[src/rtl/id_ex_stage_if.sv]
// Bundle of decode-side inputs and EX-side outputs of the ID/EX pipeline stage.
// master drives decode fields; slave is the stage itself.
interface id_ex_stage_if #(
   parameter int unsigned DATA_W = 32,
   parameter int unsigned REG_AW = 5,
   parameter int unsigned CTRL_W = 8
);
   logic              stall;
   logic              flush;
   logic              in_valid;
   logic [REG_AW-1:0] in_rs;
   logic [REG_AW-1:0] in_rt;
   logic [REG_AW-1:0] in_rd;
   logic [DATA_W-1:0] in_imm;
   logic [CTRL_W-1:0] in_ctrl;
   logic              in_mem_read;
   logic [DATA_W-1:0] RD1;
   logic [DATA_W-1:0] RD2;
   logic              wb_write;
   logic [REG_AW-1:0] wb_WR;
   logic [DATA_W-1:0] wb_WD;
   logic              hazard_stall;
   logic              out_valid;
   logic [DATA_W-1:0] out_A;
   logic [DATA_W-1:0] out_B;
   logic [REG_AW-1:0] out_rs;
   logic [REG_AW-1:0] out_rt;
   logic [REG_AW-1:0] out_rd;
   logic [DATA_W-1:0] out_imm;
   logic [CTRL_W-1:0] out_ctrl;
   logic              out_mem_read;

   modport master (
      output stall, flush, in_valid, in_rs, in_rt, in_rd, in_imm, in_ctrl, in_mem_read,
             RD1, RD2, wb_write, wb_WR, wb_WD,
      input  hazard_stall, out_valid, out_A, out_B, out_rs, out_rt, out_rd,
             out_imm, out_ctrl, out_mem_read
   );

   modport slave (
      input  stall, flush, in_valid, in_rs, in_rt, in_rd, in_imm, in_ctrl, in_mem_read,
             RD1, RD2, wb_write, wb_WR, wb_WD,
      output hazard_stall, out_valid, out_A, out_B, out_rs, out_rt, out_rd,
             out_imm, out_ctrl, out_mem_read
   );
endinterface

[src/rtl/id_ex_stage.sv]
// ID/EX pipeline register with write-back bypass, load-use hazard detection,
// external hold and flush-to-bubble.
module id_ex_stage #(
   parameter int unsigned DATA_W = 32,
   parameter int unsigned REG_AW = 5,
   parameter int unsigned CTRL_W = 8
) (
   input logic           clk,
   input logic           reset,
   id_ex_stage_if.slave  bus
);
   logic              r_valid;
   logic [DATA_W-1:0] r_a;
   logic [DATA_W-1:0] r_b;
   logic [REG_AW-1:0] r_rs;
   logic [REG_AW-1:0] r_rt;
   logic [REG_AW-1:0] r_rd;
   logic [DATA_W-1:0] r_imm;
   logic [CTRL_W-1:0] r_ctrl;
   logic              r_mem_read;

   logic [DATA_W-1:0] w_a_next;
   logic [DATA_W-1:0] w_b_next;
   logic              w_hazard;

   // Same-cycle write-back overrides stale register-file data; r0 is hardwired.
   always_comb begin
      w_a_next = bus.RD1;
      w_b_next = bus.RD2;
      if (bus.wb_write && (bus.wb_WR == bus.in_rs) && (bus.in_rs != '0)) w_a_next = bus.wb_WD;
      if (bus.wb_write && (bus.wb_WR == bus.in_rt) && (bus.in_rt != '0)) w_b_next = bus.wb_WD;
   end

   // Load in EX whose destination is a source of the instruction in decode.
   always_comb begin
      w_hazard = 1'b0;
      if (!reset && r_valid && r_mem_read && bus.in_valid && (r_rt != '0) &&
          ((r_rt == bus.in_rs) || (r_rt == bus.in_rt)))
         w_hazard = 1'b1;
   end

   always_ff @(posedge clk) begin
      if (reset || bus.flush || (!bus.stall && w_hazard)) begin
         r_valid    <= 1'b0;
         r_a        <= '0;
         r_b        <= '0;
         r_rs       <= '0;
         r_rt       <= '0;
         r_rd       <= '0;
         r_imm      <= '0;
         r_ctrl     <= '0;
         r_mem_read <= 1'b0;
      end else if (!bus.stall) begin
         r_valid    <= bus.in_valid;
         r_a        <= w_a_next;
         r_b        <= w_b_next;
         r_rs       <= bus.in_rs;
         r_rt       <= bus.in_rt;
         r_rd       <= bus.in_rd;
         r_imm      <= bus.in_imm;
         r_ctrl     <= bus.in_ctrl;
         r_mem_read <= bus.in_mem_read;
      end
   end

   assign bus.hazard_stall = w_hazard;
   assign bus.out_valid    = r_valid;
   assign bus.out_A        = r_a;
   assign bus.out_B        = r_b;
   assign bus.out_rs       = r_rs;
   assign bus.out_rt       = r_rt;
   assign bus.out_rd       = r_rd;
   assign bus.out_imm      = r_imm;
   assign bus.out_ctrl     = r_ctrl;
   assign bus.out_mem_read = r_mem_read;
endmodule

[src/flat_wrapper.sv]
// flat-port wrapper written by rule: the top's interface ports become plain ports
module id_ex_stage_flat 
#(
   parameter int unsigned DATA_W = 32,
   parameter int unsigned REG_AW = 5,
   parameter int unsigned CTRL_W = 8
)
  (clk, reset, bus_stall, bus_flush, bus_in_valid, bus_in_rs, bus_in_rt, bus_in_rd, bus_in_imm, bus_in_ctrl, bus_in_mem_read, bus_RD1, bus_RD2, bus_wb_write, bus_wb_WR, bus_wb_WD, bus_hazard_stall, bus_out_valid, bus_out_A, bus_out_B, bus_out_rs, bus_out_rt, bus_out_rd, bus_out_imm, bus_out_ctrl, bus_out_mem_read);
  id_ex_stage_if #(.DATA_W(DATA_W), .REG_AW(REG_AW), .CTRL_W(CTRL_W)) bus_i ();
  input logic clk;
  input logic reset;
  input wire logic [$bits(bus_i.stall)-1:0] bus_stall;
  input wire logic [$bits(bus_i.flush)-1:0] bus_flush;
  input wire logic [$bits(bus_i.in_valid)-1:0] bus_in_valid;
  input wire logic [$bits(bus_i.in_rs)-1:0] bus_in_rs;
  input wire logic [$bits(bus_i.in_rt)-1:0] bus_in_rt;
  input wire logic [$bits(bus_i.in_rd)-1:0] bus_in_rd;
  input wire logic [$bits(bus_i.in_imm)-1:0] bus_in_imm;
  input wire logic [$bits(bus_i.in_ctrl)-1:0] bus_in_ctrl;
  input wire logic [$bits(bus_i.in_mem_read)-1:0] bus_in_mem_read;
  input wire logic [$bits(bus_i.RD1)-1:0] bus_RD1;
  input wire logic [$bits(bus_i.RD2)-1:0] bus_RD2;
  input wire logic [$bits(bus_i.wb_write)-1:0] bus_wb_write;
  input wire logic [$bits(bus_i.wb_WR)-1:0] bus_wb_WR;
  input wire logic [$bits(bus_i.wb_WD)-1:0] bus_wb_WD;
  output wire logic [$bits(bus_i.hazard_stall)-1:0] bus_hazard_stall;
  output wire logic [$bits(bus_i.out_valid)-1:0] bus_out_valid;
  output wire logic [$bits(bus_i.out_A)-1:0] bus_out_A;
  output wire logic [$bits(bus_i.out_B)-1:0] bus_out_B;
  output wire logic [$bits(bus_i.out_rs)-1:0] bus_out_rs;
  output wire logic [$bits(bus_i.out_rt)-1:0] bus_out_rt;
  output wire logic [$bits(bus_i.out_rd)-1:0] bus_out_rd;
  output wire logic [$bits(bus_i.out_imm)-1:0] bus_out_imm;
  output wire logic [$bits(bus_i.out_ctrl)-1:0] bus_out_ctrl;
  output wire logic [$bits(bus_i.out_mem_read)-1:0] bus_out_mem_read;
  assign bus_i.stall = bus_stall;
  assign bus_i.flush = bus_flush;
  assign bus_i.in_valid = bus_in_valid;
  assign bus_i.in_rs = bus_in_rs;
  assign bus_i.in_rt = bus_in_rt;
  assign bus_i.in_rd = bus_in_rd;
  assign bus_i.in_imm = bus_in_imm;
  assign bus_i.in_ctrl = bus_in_ctrl;
  assign bus_i.in_mem_read = bus_in_mem_read;
  assign bus_i.RD1 = bus_RD1;
  assign bus_i.RD2 = bus_RD2;
  assign bus_i.wb_write = bus_wb_write;
  assign bus_i.wb_WR = bus_wb_WR;
  assign bus_i.wb_WD = bus_wb_WD;
  assign bus_hazard_stall = bus_i.hazard_stall;
  assign bus_out_valid = bus_i.out_valid;
  assign bus_out_A = bus_i.out_A;
  assign bus_out_B = bus_i.out_B;
  assign bus_out_rs = bus_i.out_rs;
  assign bus_out_rt = bus_i.out_rt;
  assign bus_out_rd = bus_i.out_rd;
  assign bus_out_imm = bus_i.out_imm;
  assign bus_out_ctrl = bus_i.out_ctrl;
  assign bus_out_mem_read = bus_i.out_mem_read;
  id_ex_stage #(.DATA_W(DATA_W), .REG_AW(REG_AW), .CTRL_W(CTRL_W)) u_core (.clk(clk), .reset(reset), .bus(bus_i));
endmodule
[config.mk]
export PLATFORM = sky130hd
export DESIGN_NAME = id_ex_stage_flat
export DESIGN_NICKNAME = d
export VERILOG_FILES = /design/src/rtl/id_ex_stage_if.sv /design/src/rtl/id_ex_stage.sv /design/src/flat_wrapper.sv
export SDC_FILE = /design/constraint.sdc
export NUM_CORES = 1
export LEC_CHECK = 0
export CELL_PAD_IN_SITES_DETAIL_PLACEMENT = 0
export CELL_PAD_IN_SITES_GLOBAL_PLACEMENT = 2
export CORE_MARGIN = 3
export CORE_UTILIZATION = 22
export CTS_CLUSTER_DIAMETER = 80
export CTS_CLUSTER_SIZE = 10
export DETAILED_ROUTE_END_ITERATION = 8
export PLACE_DENSITY = 0.78
export SYNTH_ARGS = -nofsm -noshare
export SYNTH_HDL_FRONTEND = slang
export SYNTH_SLANG_ARGS = --single-unit
[constraint.sdc]
create_clock -name clk -period 2 [get_ports clk]
set_input_delay 0.2 -clock clk [delete_from_list [all_inputs] [get_ports clk]]
set_output_delay 0.2 -clock clk [all_outputs]
set_load 0.01 [all_outputs]
== Word-level counts from Yosys, hierarchy flattened ==
Index checks and enable logic that the tools add are counted.

* Flip-flop bits (word level): 121
* Output and inout bits: 122
* Word-level logic and storage cells: 34

* Equality and inequality tests: 4
* Mux-type cells: 3
* Reduce and logical (&&, ||, !) cells: 18

{| class="wikitable"
|+ Operators with widths
! operator !! count
|-
| 32-bit 2-to-1 mux || 2
|-
| 5-bit equality test || 4
|-
| 5-bit nonzero test || 3
|-
| 1-bit logical AND || 10
|-
| 1-bit logical OR || 3
|-
| 1-bit zero test || 2
|-
| 1-bit 2-to-1 mux || 1
|}

== Longest topological paths before layout ==
* Depth in word-level cells: 9
* Gate-level depth with buffers: 8
* Depth with buffers taken out: 5

== Least setup slack after synthesis ==
No wires, ideal clock.

* Path kind: reg-to-reg
* Start: register u_core.r_rt[0] (netlist: u_core.bus.out_rt[0])
* End: register u_core.r_a[13] (netlist: u_core.bus.out_A[13])
* Arrival time: 1.658 ns
* Path slack: 0.250 ns
* Stages on the path, launching flop included: 7
* Buffers on the path: 2
* Path through: dfxtp_1 -> or4_1 -> o21ai_2 -> nor2_1 -> buf_6 -> buf_2 -> o32ai_1

* Word-level cells in the longest chain between the ends: 6

{| class="wikitable"
|+ RTL lines
! element !! line !! text
|-
| from (decl) || id_ex_stage.sv:16 || <nowiki>logic [REG_AW-1:0] r_rt;</nowiki>
|-
| from (signal assigned) || id_ex_stage.sv:58 || <nowiki>r_rt <= bus.in_rt;</nowiki>
|-
| 5-bit equality test or 5-bit nonzero test (tied branches) || id_ex_stage.sv:38, id_ex_stage.sv:37 ||
|-
| 1-bit logical OR or 1-bit logical AND (tied branches) || id_ex_stage.sv:38, id_ex_stage.sv:37 ||
|-
| 1-bit logical AND * || id_ex_stage.sv:37 || <nowiki>if (!reset && r_valid && r_mem_read && bus.in_valid && (r_rt != '0) &&</nowiki>
|-
| 1-bit 2-to-1 mux * || id_ex_stage.sv:37 ||
|-
| 1-bit logical AND * || id_ex_stage.sv:43 || <nowiki>if (reset || bus.flush || (!bus.stall && w_hazard)) begin</nowiki>
|-
| 1-bit logical OR * || id_ex_stage.sv:43 ||
|-
| to (signal assigned) || id_ex_stage.sv:55 || <nowiki>r_a <= w_a_next;</nowiki>
|-
| to (decl) || id_ex_stage.sv:13 || <nowiki>logic [DATA_W-1:0] r_a;</nowiki>
|}

Every way passes the cells marked *; elsewhere a longest branch is shown, timed or not.
A chain may end at the register's enable or synchronous reset.

== Worst setup path after layout ==
* Start: register u_core.r_rt[0] (netlist: u_core.bus.out_rt[0])
* End: output port bus_hazard_stall

* Word-level cells in the longest chain between the ends: 4

{| class="wikitable"
|+ RTL lines
! element !! line !! text
|-
| 5-bit equality test or 5-bit nonzero test (tied branches) || id_ex_stage.sv:38, id_ex_stage.sv:37 ||
|-
| 1-bit logical OR or 1-bit logical AND (tied branches) || id_ex_stage.sv:38, id_ex_stage.sv:37 ||
|-
| 1-bit logical AND * || id_ex_stage.sv:37 ||
|-
| 1-bit 2-to-1 mux * || id_ex_stage.sv:37 ||
|-
| to (decl) || flat_wrapper.sv:26 || <nowiki>output wire logic [$bits(bus_i.hazard_stall)-1:0] bus_hazard_stall;</nowiki>
|}

Marks and branches as above.

==> results by group <==
Run status
  – Status: complete, no violations

Clock tree
  – H-Tree Depth: 4
  – Postcts setup bufs: 0
  – Cts hold-fix bufs: 0
  – Clock Tree Root: clkbuf_16
  – Clock latency on the worst-skew pair: slightly above 0.4 ns
  – CTS Sinks: 121
  – CTS tree: built
  – CTS clk-pin slew, worst paths: roughly 0.06 ns
  – CTS buffer count: 17
  – Clk buf depth: 2

Floorplan
  – Die Y: around 170 um
  – Die width: approximately 170 um
  – Initial core utilization: 0.2270
  – Placeable core area: between 20000 and 25000 um^2
  – I/O pin count: between 200 and 300
  – DIE AREA: ~27000 um^2
  – Rows: 57

Critical path
  – Crit Path Max Fanout: 4
  – Critical Path AT: approximately 1.7 ns
  – Cell Chain, Critical Path: or4_4 > o21ai_4 > nor2_4 > buf_2
  – Bufs and invs on worst path: 1
  – Setup CP Type: register to primary output
  – Slowest-stage cell, CP: or4_4
  – Worst setup SP type: register
  – CP Capture Type: primary output
  – CP max stage delay: around 0.56 ns
  – Required @ worst endpoint: approximately 1.8 ns
  – Cell family with most CP delay: simple AND/OR/NAND/NOR gates

Finish
  – Final core occ: 0.3873
  – Nets@finish: around 1100
  – Layout cells sized above 1: 0.08485
  – Area growth from synthesis to final layout: 70.64%
  – Commonest non-fill, non-tap cell in the layout: clkdlybuf4s50_1
  – N_diodes: 0
  – Most frequent cells in the layout: clkdlybuf4s50_1, nand2_1, dfxtp_1

Hold path
  – Hold Crit Class: input pin to register

GRT
  – Vias in the first global route: 5913
  – First-pass GRT wire length: 33740 um
  – Total global routing overflow: 0
  – Antenna violations before repair: 0
  – Gr usage total: 0.1573
  – Largest net degree at the start of global routing: between 150 and 200

Detailed routing
  – WL final: around 22000 um
  – Drc violations: 0
  – Iteration-0 DRC Markers: 252
  – Drt wl/cell: roughly 18 um
  – Via/cell ratio: 4.591
  – DR vias: between 5000 and 6000
  – Antenna viol nets, final: 0
  – TritonRoute pass-1 iters: 6

Yosys
  – Sequential area share after synthesis: 0.4325
  – Synth top area cells: dfxtp_1, mux2i_1, o32ai_1
  – Syn_nets: 811
  – Mapped Cells: between 600 and 700
  – Synth top area share: 0.4325
  – Syn_area_per_cell: around 8.6 um^2
  – Netlist cell types: 26
  – Synthesized area: approximately 5600 um^2
  – Flops & latches, synth: approximately 120
  – Synth area leader: dfxtp_1
  – Ys Warns: 0

Pwr
  – LEAKAGE: ~3.1 nW
  – P per Cell Area: 694.4 nW/um^2
  – Pwr Total: 6.636 mW
  – Peak supply drop: roughly 0.00037 V

Flow run
  – Number of max-cap violations: 0

STA
  – Worst Tran Pin Value: 0.8412 ns
  – Final period util: 0.9548
  – Max Freq: ~520 MHz
  – Slew headroom: 0.4392
  – Finish-stage setup viols: 0
  – Max Slew Vio Count: 0
  – Final hold violations: 0
  – Clock Skew: approximately 0.013 ns
  – RSZ-0062 raised after global routing: yes
  – Min Tclk post-route: about 1.9 ns

Placed design
  – GPL Wtd Cong: 0.7895
  – PortBufs: around 280
  – DP HPWL: approximately 15000 um
state kept, by name, indices dropped and copies added, names as in the netlist:
register and flops:
u_core.bus.out_A 32, u_core.bus.out_B 32, u_core.bus.out_ctrl 8, u_core.bus.out_imm 32
u_core.bus.out_mem_read 1, u_core.bus.out_rd 5, u_core.bus.out_rs 5, u_core.bus.out_rt 5
u_core.bus.out_valid 1
cells by family (layout without fill, tap and decap cells):
family,count (synthesis),count (layout),synth area share
AO/OA/AOI/OAI,184,184,0.2134
XOR/XNOR,18,18,0.02815
multiplexers,64,64,0.1144
flip-flops,121,121,0.4325
buffers and inverters,66,349,0.05183
AND/OR/NAND/NOR,195,195,0.1597
path summary, 6_finish.rpt:
kind                                        startpoint                      to  slack, ns  depth (start not counted)
worst max-delay path              u_core.bus.out_rt[0]        bus_hazard_stall       0.09                          4
worst min-delay path                        bus_RD2[0]     u_core.bus.out_B[0]       0.43                          3
worst max register to register    u_core.bus.out_rt[0]    u_core.bus.out_A[23]       0.09                          5
worst min register to register  u_core.bus.out_imm[14]  u_core.bus.out_imm[14]       0.46                          2
Yosys cell counts:
cell type  instances
nand2_1          125
dfxtp_1          121
mux2i_1           64
o32ai_1           64
a21oi_1           57
nor2b_1           57
clkbuf_1          47
o21ai_1           30
o21ai_0           27
buf_2             13
xor2_1            10
xnor2_1            8
nor2_1             5
buf_4              3
a211oi_2           2
buf_6              2
nand3_1            2
nor3_1             2
o41ai_1            2
a22oi_2            1
and4b_1            1
buf_1              1
o21ai_2            1
or2_2              1
or3_1              1
or4_1              1
cell type report:
type | count | area (um^2)
clock buffers | 18 | 439.2
well taps | 324 | 405.4
clock inverters | 13 | 147.6
multi-input cells | 461 | 2938
repair buffers | 318 | 3202
flip-flops and latches | 121 | 2425
fillers | 2563 | 15120
worst min-delay path: cells and delay by family:
kind,cells,cell delay [ns]
compound gates,1,0.08
mux,1,0.12
buf+inv,1,0.39
per-layer routing:
metal,up-vias,share of wire,wire length [um],global-route usage
met5,-,0,0,0
met1,2677,0.44,9812,0.2022
met2,216,0.44,9856,0.2413
met4,0,0.020,434,0.04877
li1,2847,-,-,-
met3,22,0.093,2054,0.06386
power by group:
group / switching [mW] / leakage (nW) / internal (mW)
clock network: 1.22 / 0.275 / 1.87
registers: 0.0458 / 0.987 / 2.49
logic: 0.411 / 1.82 / 0.597
total: 1.67 / 3.08 / 4.96
timing repair:
| item | 4_1_cts | 5_1_grt |
|---|---|---|
| setup endpoints to repair | 5 | 79 |
| hold endpoints to repair | 0 | 0 |
| pin swaps | 0 | 0 |
| resized for setup | 5 | 7 |
stage by stage:
| stage | worst slack (ns) | area (um^2) | cells | TNS (ns) | hold slack (ns) |
|---|---|---|---|---|---|
| after CTS | 0.008207 | 9530 | 1255 | 0 | 0.4126 |
| after global routing | -0.0002305 | 9557 | 1255 | -0.0002305 | 0.4250 |
| after detailed placement | -0.3447 | 8945 | 1224 | -23.31 | 0.4515 |
| after global placement | -0.3056 | 8945 | 1224 | -22.66 | 0.4415 |
| after floorplan | 0.2500 | 5600 | 648 | 0 | 0.4376 |
| final | 0.09031 | 9557 | 1255 | 0 | 0.4312 |
Note: power is estimated with default switching activity, not from simulation.
==> patch, RTL diff (config.mk and constraints unchanged) <==
`CTRL_W` is set to 8 in 3 places; all go to 10.
--- a/src/rtl/id_ex_stage_if.sv
+++ b/src/rtl/id_ex_stage_if.sv
@@ -3,7 +3,7 @@
 interface id_ex_stage_if #(
    parameter int unsigned DATA_W = 32,
    parameter int unsigned REG_AW = 5,
-   parameter int unsigned CTRL_W = 8
+   parameter int unsigned CTRL_W = 10
 );
    logic              stall;
    logic              flush;
--- a/src/rtl/id_ex_stage.sv
+++ b/src/rtl/id_ex_stage.sv
@@ -3,7 +3,7 @@
 module id_ex_stage #(
    parameter int unsigned DATA_W = 32,
    parameter int unsigned REG_AW = 5,
-   parameter int unsigned CTRL_W = 8
+   parameter int unsigned CTRL_W = 10
 ) (
    input logic           clk,
    input logic           reset,
--- a/src/flat_wrapper.sv
+++ b/src/flat_wrapper.sv
@@ -3,7 +3,7 @@
 #(
    parameter int unsigned DATA_W = 32,
    parameter int unsigned REG_AW = 5,
-   parameter int unsigned CTRL_W = 8
+   parameter int unsigned CTRL_W = 10
 )
   (clk, reset, bus_stall, bus_flush, bus_in_valid, bus_in_rs, bus_in_rt, bus_in_rd, bus_in_imm, bus_in_ctrl, bus_in_mem_read, bus_RD1, bus_RD2, bus_wb_write, bus_wb_WR, bus_wb_WD, bus_hazard_stall, bus_out_valid, bus_out_A, bus_out_B, bus_out_rs, bus_out_rt, bus_out_rd, bus_out_imm, bus_out_ctrl, bus_out_mem_read);
   id_ex_stage_if #(.DATA_W(DATA_W), .REG_AW(REG_AW), .CTRL_W(CTRL_W)) bus_i ();
Ports: changed (resized bus_in_ctrl and bus_out_ctrl); port bits go from 285 to 289. No check against the original RTL was run, so the function may have changed too.
==> patch against the unedited design <==
  * Total power increased by 4.9%
  * Global-route usage decreased by 0.77 points
  * Worst setup slack got worse by 0.021 ns
  * Routed wire length increased by 4.3%
  * Non-clock buffer count increased by 12
  * Clock skew decreased by 0.0013 ns
  * Design area increased by 6.8%
  * Hold slack got worse by 0.31 ns
  * Synthesized area increased by 7.8%
  * Sequential cell count increased by 2
  * Critical path type is now flip-flop to flip-flop
  * Largest cell class unchanged
  * Highest routed layer unchanged
==> patch: results (changes against the unedited design) <==
P_leak -> 3.28 nW (+6.3%)
NumNets Final -> 1106 (+2.2%)
Tightest Hold Check Type -> primary input to flip-flop
Detailed Routing Iterations Pass 1 -> 4 (-2)
Syn Nets -> 823 (+1.5%)
Final HPWL DP -> 16100 µm (+9.3%)
Placement Cell Area -> 9540 µm² (+6.7%)
synth warn -> 0 (unchanged)
Place WS -> -0.262 ns (+0.0824 ns)
initial drt markers -> 257 (+2.0%)
PostCTS Resize Cnt -> 6 (+1)
Clock Skews -> 0.0116 ns (-0.00130 ns)
Synth Instances -> 658 (+1.5%)
Wirelength per Cell -> 17.9 µm (+1.1%)
clock latency on the worst-skew pair -> 0.41 ns (about the same)
initial antenna violation count -> 0 (unchanged)
outcome -> completed
input/output buffers -> 288 (+1.4%)
ANT cells -> 0 (unchanged)
layout cell share with drive strength beyond 1 -> 0.140 (+0.0556)
first-pass GRT wire length -> 34500 µm (+2.3%)
vias in the first global route -> 5866 (-0.79%)
Clock Tree Root -> clkbuf_16
crit path max fanout -> 33 (+29)
Worst slew margin -> 0.655 (+0.216)
Via Count -> 5825 (+1.1%)
largest net degree at the start of global routing -> 99 (-45%)
Post-synth top flop -> dfxtp_1
Synth cell types -> 27 (+3.8%)
top cells by count, synth -> 127 x nand2_1, 123 x dfxtp_1, 64 x mux2i_1
sequential area share after synthesis -> 0.408 (-0.0247)
GPL Wtd Cong -> 0.761 (-3.6%)
GRT Total Usage -> 0.150 (-0.00768)
cell total after placement -> 1263 (+3.2%)
Num CTS Buffers -> 17 (unchanged)
Non-Filler Instances -> 1295 (+3.2%)
Worst-path clk slew -> 0.07 ns
worst vdd ir -> 412 µV (+13%)
largest cells by area after synthesis -> dfxtp_1 41%, o32ai_2 12%, mux2i_1 11%, nand2_1 7.9%, nor2b_1 6.1%
Async SR Flop Fraction -> 0 (unchanged)
## patch: changes by cell type in the layout (fill, tap and decap cells not counted), moves of 2 or more
cell,before,now
o32ai_1,64,15
o32ai_2,0,49
o21ai_0,27,49
o21ai_1,30,10
buf_4,24,29
clkdlybuf4s50_1,282,286
buf_12,8,11
dfxtp_1,119,122
a21oi_1,57,59
nand2_1,125,127
nor2b_1,57,59
## patch: final timing paths
kind / from / end / slack [ns] / cells after the start
worst max-delay path: u_core.bus.out_rt[0] / u_core.bus.out_A[1] / 0.07 / 6
worst max register to register: u_core.bus.out_rt[0] / u_core.bus.out_A[1] / 0.07 / 6
worst min-delay path: bus_stall / u_core.bus.out_rd[0] / 0.13 / 4
worst min register to register: u_core.bus.out_imm[16] / u_core.bus.out_imm[16] / 0.45 / 2
## patch: area by class of cell
cell class | instances | area, µm²
Fill cell | 2739 | 16700
Timing Repair Buffer | 330 | 3360
Multi-Input combinational cell | 469 | 3340
Sequential cell | 123 | 2460
Clock buffer | 20 | 457
Tap cell | 341 | 427
Clock inverter | 12 | 164
## patch: logic make-up (layout without fill, tap and decap cells)
group,count (synthesis),count (layout),synth area share
compound gates,188,188,0.257
simple gates,199,199,0.151
mux,64,64,0.106
buf+inv,66,362,0.0514
xor+xnor,18,18,0.0261
flops,123,123,0.408
## patch: power breakdown
| part | internal (W) | switching [W] |
|---|---|---|
| logic | 0.000637 | 0.000448 |
| clock network | 0.00204 | 0.00126 |
| registers | 0.00253 | 0.0000451 |
| total | 0.00521 | 0.00175 |
## patch: metal layers
metal  vias to the layer above  part of all wire  wire length (µm)  track usage
met1                      2745              0.43              9930        0.186
li1                       2897                 -                 -            -
met5                         -                 0                 0            0
met2                       164              0.50             11700        0.257
met3                        19             0.050              1170       0.0349
met4                         0             0.015               352       0.0451
